==> config.mk <==
export PLATFORM = sky130hd
export DESIGN_NAME = fetch_stage
export DESIGN_NICKNAME = d
export VERILOG_FILES = /design/src/rtl/fetch_stage.sv
export SDC_FILE = /design/constraint.sdc
export NUM_CORES = 1
export LEC_CHECK = 0
export CORE_MARGIN = 4
export CORE_UTILIZATION = 45
export DETAILED_ROUTE_END_ITERATION = 12
export GPL_TIMING_DRIVEN = 0
export PLACE_DENSITY = 0.76
export SLEW_MARGIN = 10
export SYNTH_ARGS = -nofsm -noshare
export SYNTH_HDL_FRONTEND = slang
export SYNTH_SLANG_ARGS = --single-unit
==> constraint.sdc <==
create_clock -name clk -period 6 [get_ports clk]
set_clock_uncertainty 0.2 [all_clocks]
set_input_delay 0.9 -clock clk [delete_from_list [all_inputs] [get_ports clk]]
set_output_delay 0.9 -clock clk [all_outputs]
set_load 0.02 [all_outputs]
==> src/rtl/fetch_stage.sv <==
// Instruction fetch with PC, imem req/valid handshake, skid buffer and IF/ID register.
// Latency: an instruction appears in IF/ID on the edge after its imem_valid.
// Backpressure: stall holds IF/ID and PC; a response caught under stall parks in the skid buffer.
module fetch_stage #(
    parameter int INSTR_W = 32,
    parameter int PC_W = 16,
    parameter logic [PC_W-1:0] RESET_PC = '0,
    parameter logic [8:0] NOP_OP = 9'b101
) (
    input  logic               clk,
    input  logic               rst,
    input  logic               stall,
    input  logic               redirect,
    input  logic [PC_W-1:0]    redirect_pc,
    output logic               imem_req,
    output logic [PC_W-1:0]    imem_addr,
    input  logic [INSTR_W-1:0] imem_data,
    input  logic               imem_valid,
    output logic [INSTR_W-1:0] if_id_instr,
    output logic [PC_W-1:0]    if_id_pc,
    output logic               if_id_valid,
    output logic [8:0]         opcode
);

    typedef enum logic [1:0] {
        IDLE  = 2'd0,
        FETCH = 2'd1,
        HOLD  = 2'd2,
        DRAIN = 2'd3
    } state_t;

    localparam logic [INSTR_W-1:0] NOP_INSTR = {NOP_OP, {(INSTR_W-9){1'b0}}};

    state_t              state;
    state_t              state_nxt;
    logic [PC_W-1:0]     pc;
    logic [PC_W-1:0]     drain_addr;
    logic [INSTR_W-1:0]  skid;
    logic [PC_W-1:0]     skid_pc;
    logic                skid_vld;

    // State register.
    always_ff @(posedge clk) begin
        if (rst) begin
            state <= IDLE;
        end else begin
            state <= state_nxt;
        end
    end

    // Next-state and memory request outputs. DRAIN keeps the abandoned address
    // on the bus until memory completes it, so the handshake stays legal.
    always_comb begin
        state_nxt = state;
        imem_req  = 1'b0;
        imem_addr = pc;
        case (state)
            IDLE: begin
                state_nxt = FETCH;
            end
            FETCH: begin
                imem_req = 1'b1;
                if (redirect) begin
                    state_nxt = imem_valid ? FETCH : DRAIN;
                end else if (imem_valid && stall) begin
                    state_nxt = HOLD;
                end
            end
            HOLD: begin
                if (redirect || !stall) begin
                    state_nxt = FETCH;
                end
            end
            DRAIN: begin
                imem_req  = 1'b1;
                imem_addr = drain_addr;
                // Once the stale response lands, fetch resumes at the (possibly updated) pc.
                if (imem_valid) begin
                    state_nxt = FETCH;
                end
            end
            default: state_nxt = IDLE;
        endcase
    end

    // PC, skid buffer and IF/ID datapath; redirect outranks stall and normal flow.
    always_ff @(posedge clk) begin
        if (rst) begin
            pc          <= RESET_PC;
            drain_addr  <= '0;
            skid        <= '0;
            skid_pc     <= '0;
            skid_vld    <= 1'b0;
            if_id_instr <= NOP_INSTR;
            if_id_pc    <= '0;
            if_id_valid <= 1'b0;
        end else if (redirect) begin
            pc          <= redirect_pc;
            if_id_valid <= 1'b0;
            skid_vld    <= 1'b0;
            if (state == FETCH && !imem_valid) begin
                drain_addr <= pc;
            end
        end else begin
            case (state)
                FETCH: begin
                    if (imem_valid && !stall) begin
                        if_id_instr <= imem_data;
                        if_id_pc    <= pc;
                        if_id_valid <= 1'b1;
                        pc          <= pc + 1'b1;
                    end else if (imem_valid) begin
                        skid     <= imem_data;
                        skid_pc  <= pc;
                        skid_vld <= 1'b1;
                    end else if (!stall) begin
                        if_id_valid <= 1'b0;
                    end
                end
                HOLD: begin
                    if (!stall) begin
                        if_id_instr <= skid;
                        if_id_pc    <= skid_pc;
                        if_id_valid <= skid_vld;
                        skid_vld    <= 1'b0;
                        pc          <= pc + 1'b1;
                    end
                end
                DRAIN: begin
                    if_id_valid <= 1'b0;
                end
                default: ;
            endcase
        end
    end

    // Bubbles present the NOP opcode to the control unit.
    always_comb begin
        opcode = NOP_OP;
        if (if_id_valid) begin
            opcode = if_id_instr[INSTR_W-1 -: 9];
        end
    end

endmodule

==> summary.md, run 1 <==
| Metric | Value |
|---|---|
| Status | finished, final reports clean |
| YS warnings | 0 |
| GP Congestion | 0.850 |
| Number of antenna diodes | 0 |
| Place WS | 2.36 ns |
| DIE AREA | 14600 sq um |
| Syn Std Cell Area | 5740 sq um |
| I/O Buffers | 127 |
| CP startpoint kind | flip-flop |
| Tot GR Track Use | 0.236 |
| Postcts setup bufs | 0 |
| Asr flop ratio synth | 0 |
| Power share of the combinational group | 0.115 |
| Leakage | 2.94 nW |
| Total internal power | 1.72 mW |
| Syn avg cell area | 8.44 sq um |
| Fmax | 255 MHz |
| Unrepaired setup endpoints after global routing | false |
| Clk slew on worst S/H paths | roughly 0.060 ns |
| CTS max path bufs | 2 |
| Worst Setup End Kind | output pin |
| Critical Path Fanout Max | 10 |
| Initial antenna violation count | 0 |
| Via count | 5582 |
| Hold path depth | 2 |
| Final critical-path share of the clock period | 0.654 |
| Vias per cell | 5.54 |
| Max incr delay on CP | 0.55 ns |
| Rel. slew slack | 0.353 |
| TritonCTS Sinks | 132 |
| Maxcap violations | 0 |
| CTS tree | built |
| Drt first-iter violations | 438 |
| TritonCTS Buffers | 17 |
| Die height | 121 um |
| FF+latch count, synth | ~130 |
| Wire per inst | approximately 17 um |
| Post_cts resized | 0 |
| Layout Nets | 880 |
| Starting Density | 0.468 |
| Number of synthesized flops with an enable pin | 0 |
| Synth cell types | 44 |
| Clk root buf | clkbuf_16 |
| Hold Crit Class | reg -> reg |
| Syn Nets | 734 |
| First-pass GRT wire length | 27300 um |
| Skew-Pair Late Insertion Delay | 0.42 ns |
| CP Cell Sequence | clkbuf_1 > nand2_1 > clkbuf_1 > mux2_2 > clkdlybuf4s50_1 |
| Die X | 121 um |
| Final Max Tran Viols | 0 |
| DRC viols | 0 |
| Half-perimeter wire length after placement | 12400 um |
| Slowest cell on the critical path | clkdlybuf4s50_1 |
| Drt pass-1 iters | 5 |
| Setup ws final | 2.07 ns |
| Tmin final | 3.93 ns |
| Syn Inst Count | about 700 |
| Total gr overflow | 0 |
| Most used cell along the critical path | clkbuf_1 |
| Synth Flop Type | dfxtp_1 |
| Overall routed net length | 17400 um |
| Power per cell area | 290 nW/um^2 |
| Area grow syn2layout | 36.8% |
| Num ports | 128 |
| Switch share | 0.243 |
| Final Core Density | 0.640 |
| Final number of setup-violating endpoints | 0 |
| Worst R2R Path Depth | 6 |
| Number of global-route vias before repair | between 5000 and 6000 |
| TNS Setup | 0 ns |
| Clock share of power | 0.477 |
| Largest net degree at the start of global routing | 17 |
| H-tree depth | 4 |
| Final number of hold-violating endpoints | 0 |
| VDD IR max | 0.216 mV |
| Share of cells above drive strength 1 | 0.0834 |
| Rows | 40 |
| CP Data Required Time | 4.90 ns |
| Core area | 12300 sq um |
| # fillers | roughly 1000 |
| CTS Hold Buffers Added | 0 |
| Worst EP arrival | roughly 2.8 ns |
| Critical path start-end classification | reg -> out |
| Slew @ Worst Pin | ~0.96 ns |
| Hold_ws | approximately 0.25 ns |
| Sequential share of power | 0.407 |
| Register area share after synthesis | 0.461 |
| Sw Pwr | 0.553 mW |
| Post-DRT Antenna Nets | 0 |
## per-stage QoR
stage | power, mW | cell area (sq um) | cells
6_report | 2.28 | 7850 | 1007
5_1_grt | 2.34 | 7850 | 1007
4_1_cts | 2.28 | 7850 | 1007
3_5_place_dp | 1.21 | 7220 | 975
3_3_place_gp | 1.20 | 7220 | 975
2_1_floorplan | 1.08 | 5740 | 680
## power by group through the flow
stage	combinational, mW	sequential (mW)	clock (mW)
floorplan	0.125	0.957	0
global placement	0.254	0.944	0
detailed placement	0.259	0.946	0
CTS	0.262	0.927	1.09
global route	0.282	0.930	1.13
finish	0.263	0.928	1.09
## final timing paths
kind / start / slack (ns) / endpoint
max: state[0] / 2.07 / imem_addr[5]
min reg2reg: drain_addr[10] / 0.25 / drain_addr[10]
min: drain_addr[10] / 0.25 / drain_addr[10]
max reg2reg: state[1] / 3.34 / if_id_pc[12]
## cell usage in the layout (no fill, tap or decap), types with 3 or more instances in the layout
cell,instances
o21ai_0,10
nand2b_1,5
nand3_1,8
nor3_1,4
a22oi_1,3
buf_2,15
inv_1,6
clkbuf_8,4
nand2_1,140
and4_1,3
clkbuf_1,40
buf_1,4
xnor2_1,4
a311oi_1,4
a211oi_1,55
clkinvlp_4,4
dfxtp_1,132
and2_1,9
bufinv_16,3
nor4_1,4
clkdlybuf4s50_1,127
mux2_2,18
o311ai_0,3
clkbuf_16,17
mux2i_1,46
a21oi_1,70
a211o_1,3
nor2_1,63
## registers in the layout, summed over array words and instances, names as in the netlist
register,cells
skid,32
skid_vld,1
drain_addr,16
pc,16
skid_pc,16
if_id_pc,16
if_id_instr,32
state,2
if_id_valid,1
## metal layers
layer  global-route usage  share of wire  vias up
met5                    0              0        -
met4                0.108          0.035        0
met3               0.0569          0.064       53
met2                0.397           0.49      228
met1                0.286           0.41     2640
li1                     -              -     2661
## worst max-delay path: cells and delay by family, from the launching register on
| family | cells | cell delay, ns |
|---|---|---|
| buffers and inverters | 3 | 1.26 |
| flip-flops | 1 | 0.36 |
| AND/OR/NAND/NOR | 1 | 0.40 |
| multiplexers | 1 | 0.41 |
## synthesized netlist by cell type, types with 4 or more instances
library cell  instances  share of area
mux2i_1              46          0.080
and2_1                9         0.0098
clkbuf_1             40          0.026
buf_1                 4         0.0026
a211oi_1             55          0.072
nand2b_1              5         0.0055
dfxtp_1             132           0.46
nor4_1                4         0.0044
a311oi_1              4         0.0061
nand3_1               8         0.0070
a21oi_1              70          0.061
o21ai_0              10         0.0087
mux2_2               18          0.035
xnor2_1               4         0.0061
nand2_1             140          0.092
nor2_1               63          0.041
nor3_1                4         0.0035
inv_1                 6         0.0039
buf_2                15          0.013
## logic make-up (layout without fill, tap and decap cells)
| family | count (synthesis) | after routing | share of synthesized area |
|---|---|---|---|
| AO/OA/AOI/OAI | 161 | 161 | 0.179 |
| XOR/XNOR | 4 | 4 | 0.00610 |
| adder cells (fa/ha/maj) | 1 | 1 | 0.00218 |
| buffers and inverters | 68 | 227 | 0.0495 |
| flip-flops | 132 | 132 | 0.461 |
| multiplexers | 64 | 64 | 0.116 |
| AND/OR/NAND/NOR | 250 | 250 | 0.187 |
## area by class of cell
| class | instances | area, sq um | area share |
|---|---|---|---|
| sequential | 132 | 2640 | 0.337 |
| clock inverter | 11 | 148 | 0.0188 |
| multi-input combinational | 480 | 2810 | 0.358 |
| timing repair buffer | 127 | 1270 | 0.162 |
| inverter | 6 | 22.5 | 0.00287 |
| buffer | 62 | 262 | 0.0333 |
| tap | 168 | 210 | 0.0268 |
| clock buffer | 21 | 480 | 0.0612 |
No activity file was read; power rests on OpenSTA's default activity.
==> inputs of run 2 (changes only) <==
==> constraint.sdc (replaced) <==
create_clock -name clk -period 3.9 [get_ports clk]
set_clock_uncertainty 0.2 [all_clocks]
set_input_delay 0.585 -clock clk [delete_from_list [all_inputs] [get_ports clk]]
set_output_delay 0.585 -clock clk [all_outputs]
set_load 0.02 [all_outputs]
==> results of run 2 <==
The final DEF is identical to that of run 1. Status: finished, final reports clean.
Main changes from that run: setup slack after placement 2.36 ns -> 0.578 ns; setup slack after layout 2.07 ns -> 0.288 ns; register-to-register setup slack 3.34 ns -> 1.24 ns; total power 2.28 mW -> 3.50 mW; worst IR drop on VDD 0.216 mV -> 0.332 mV
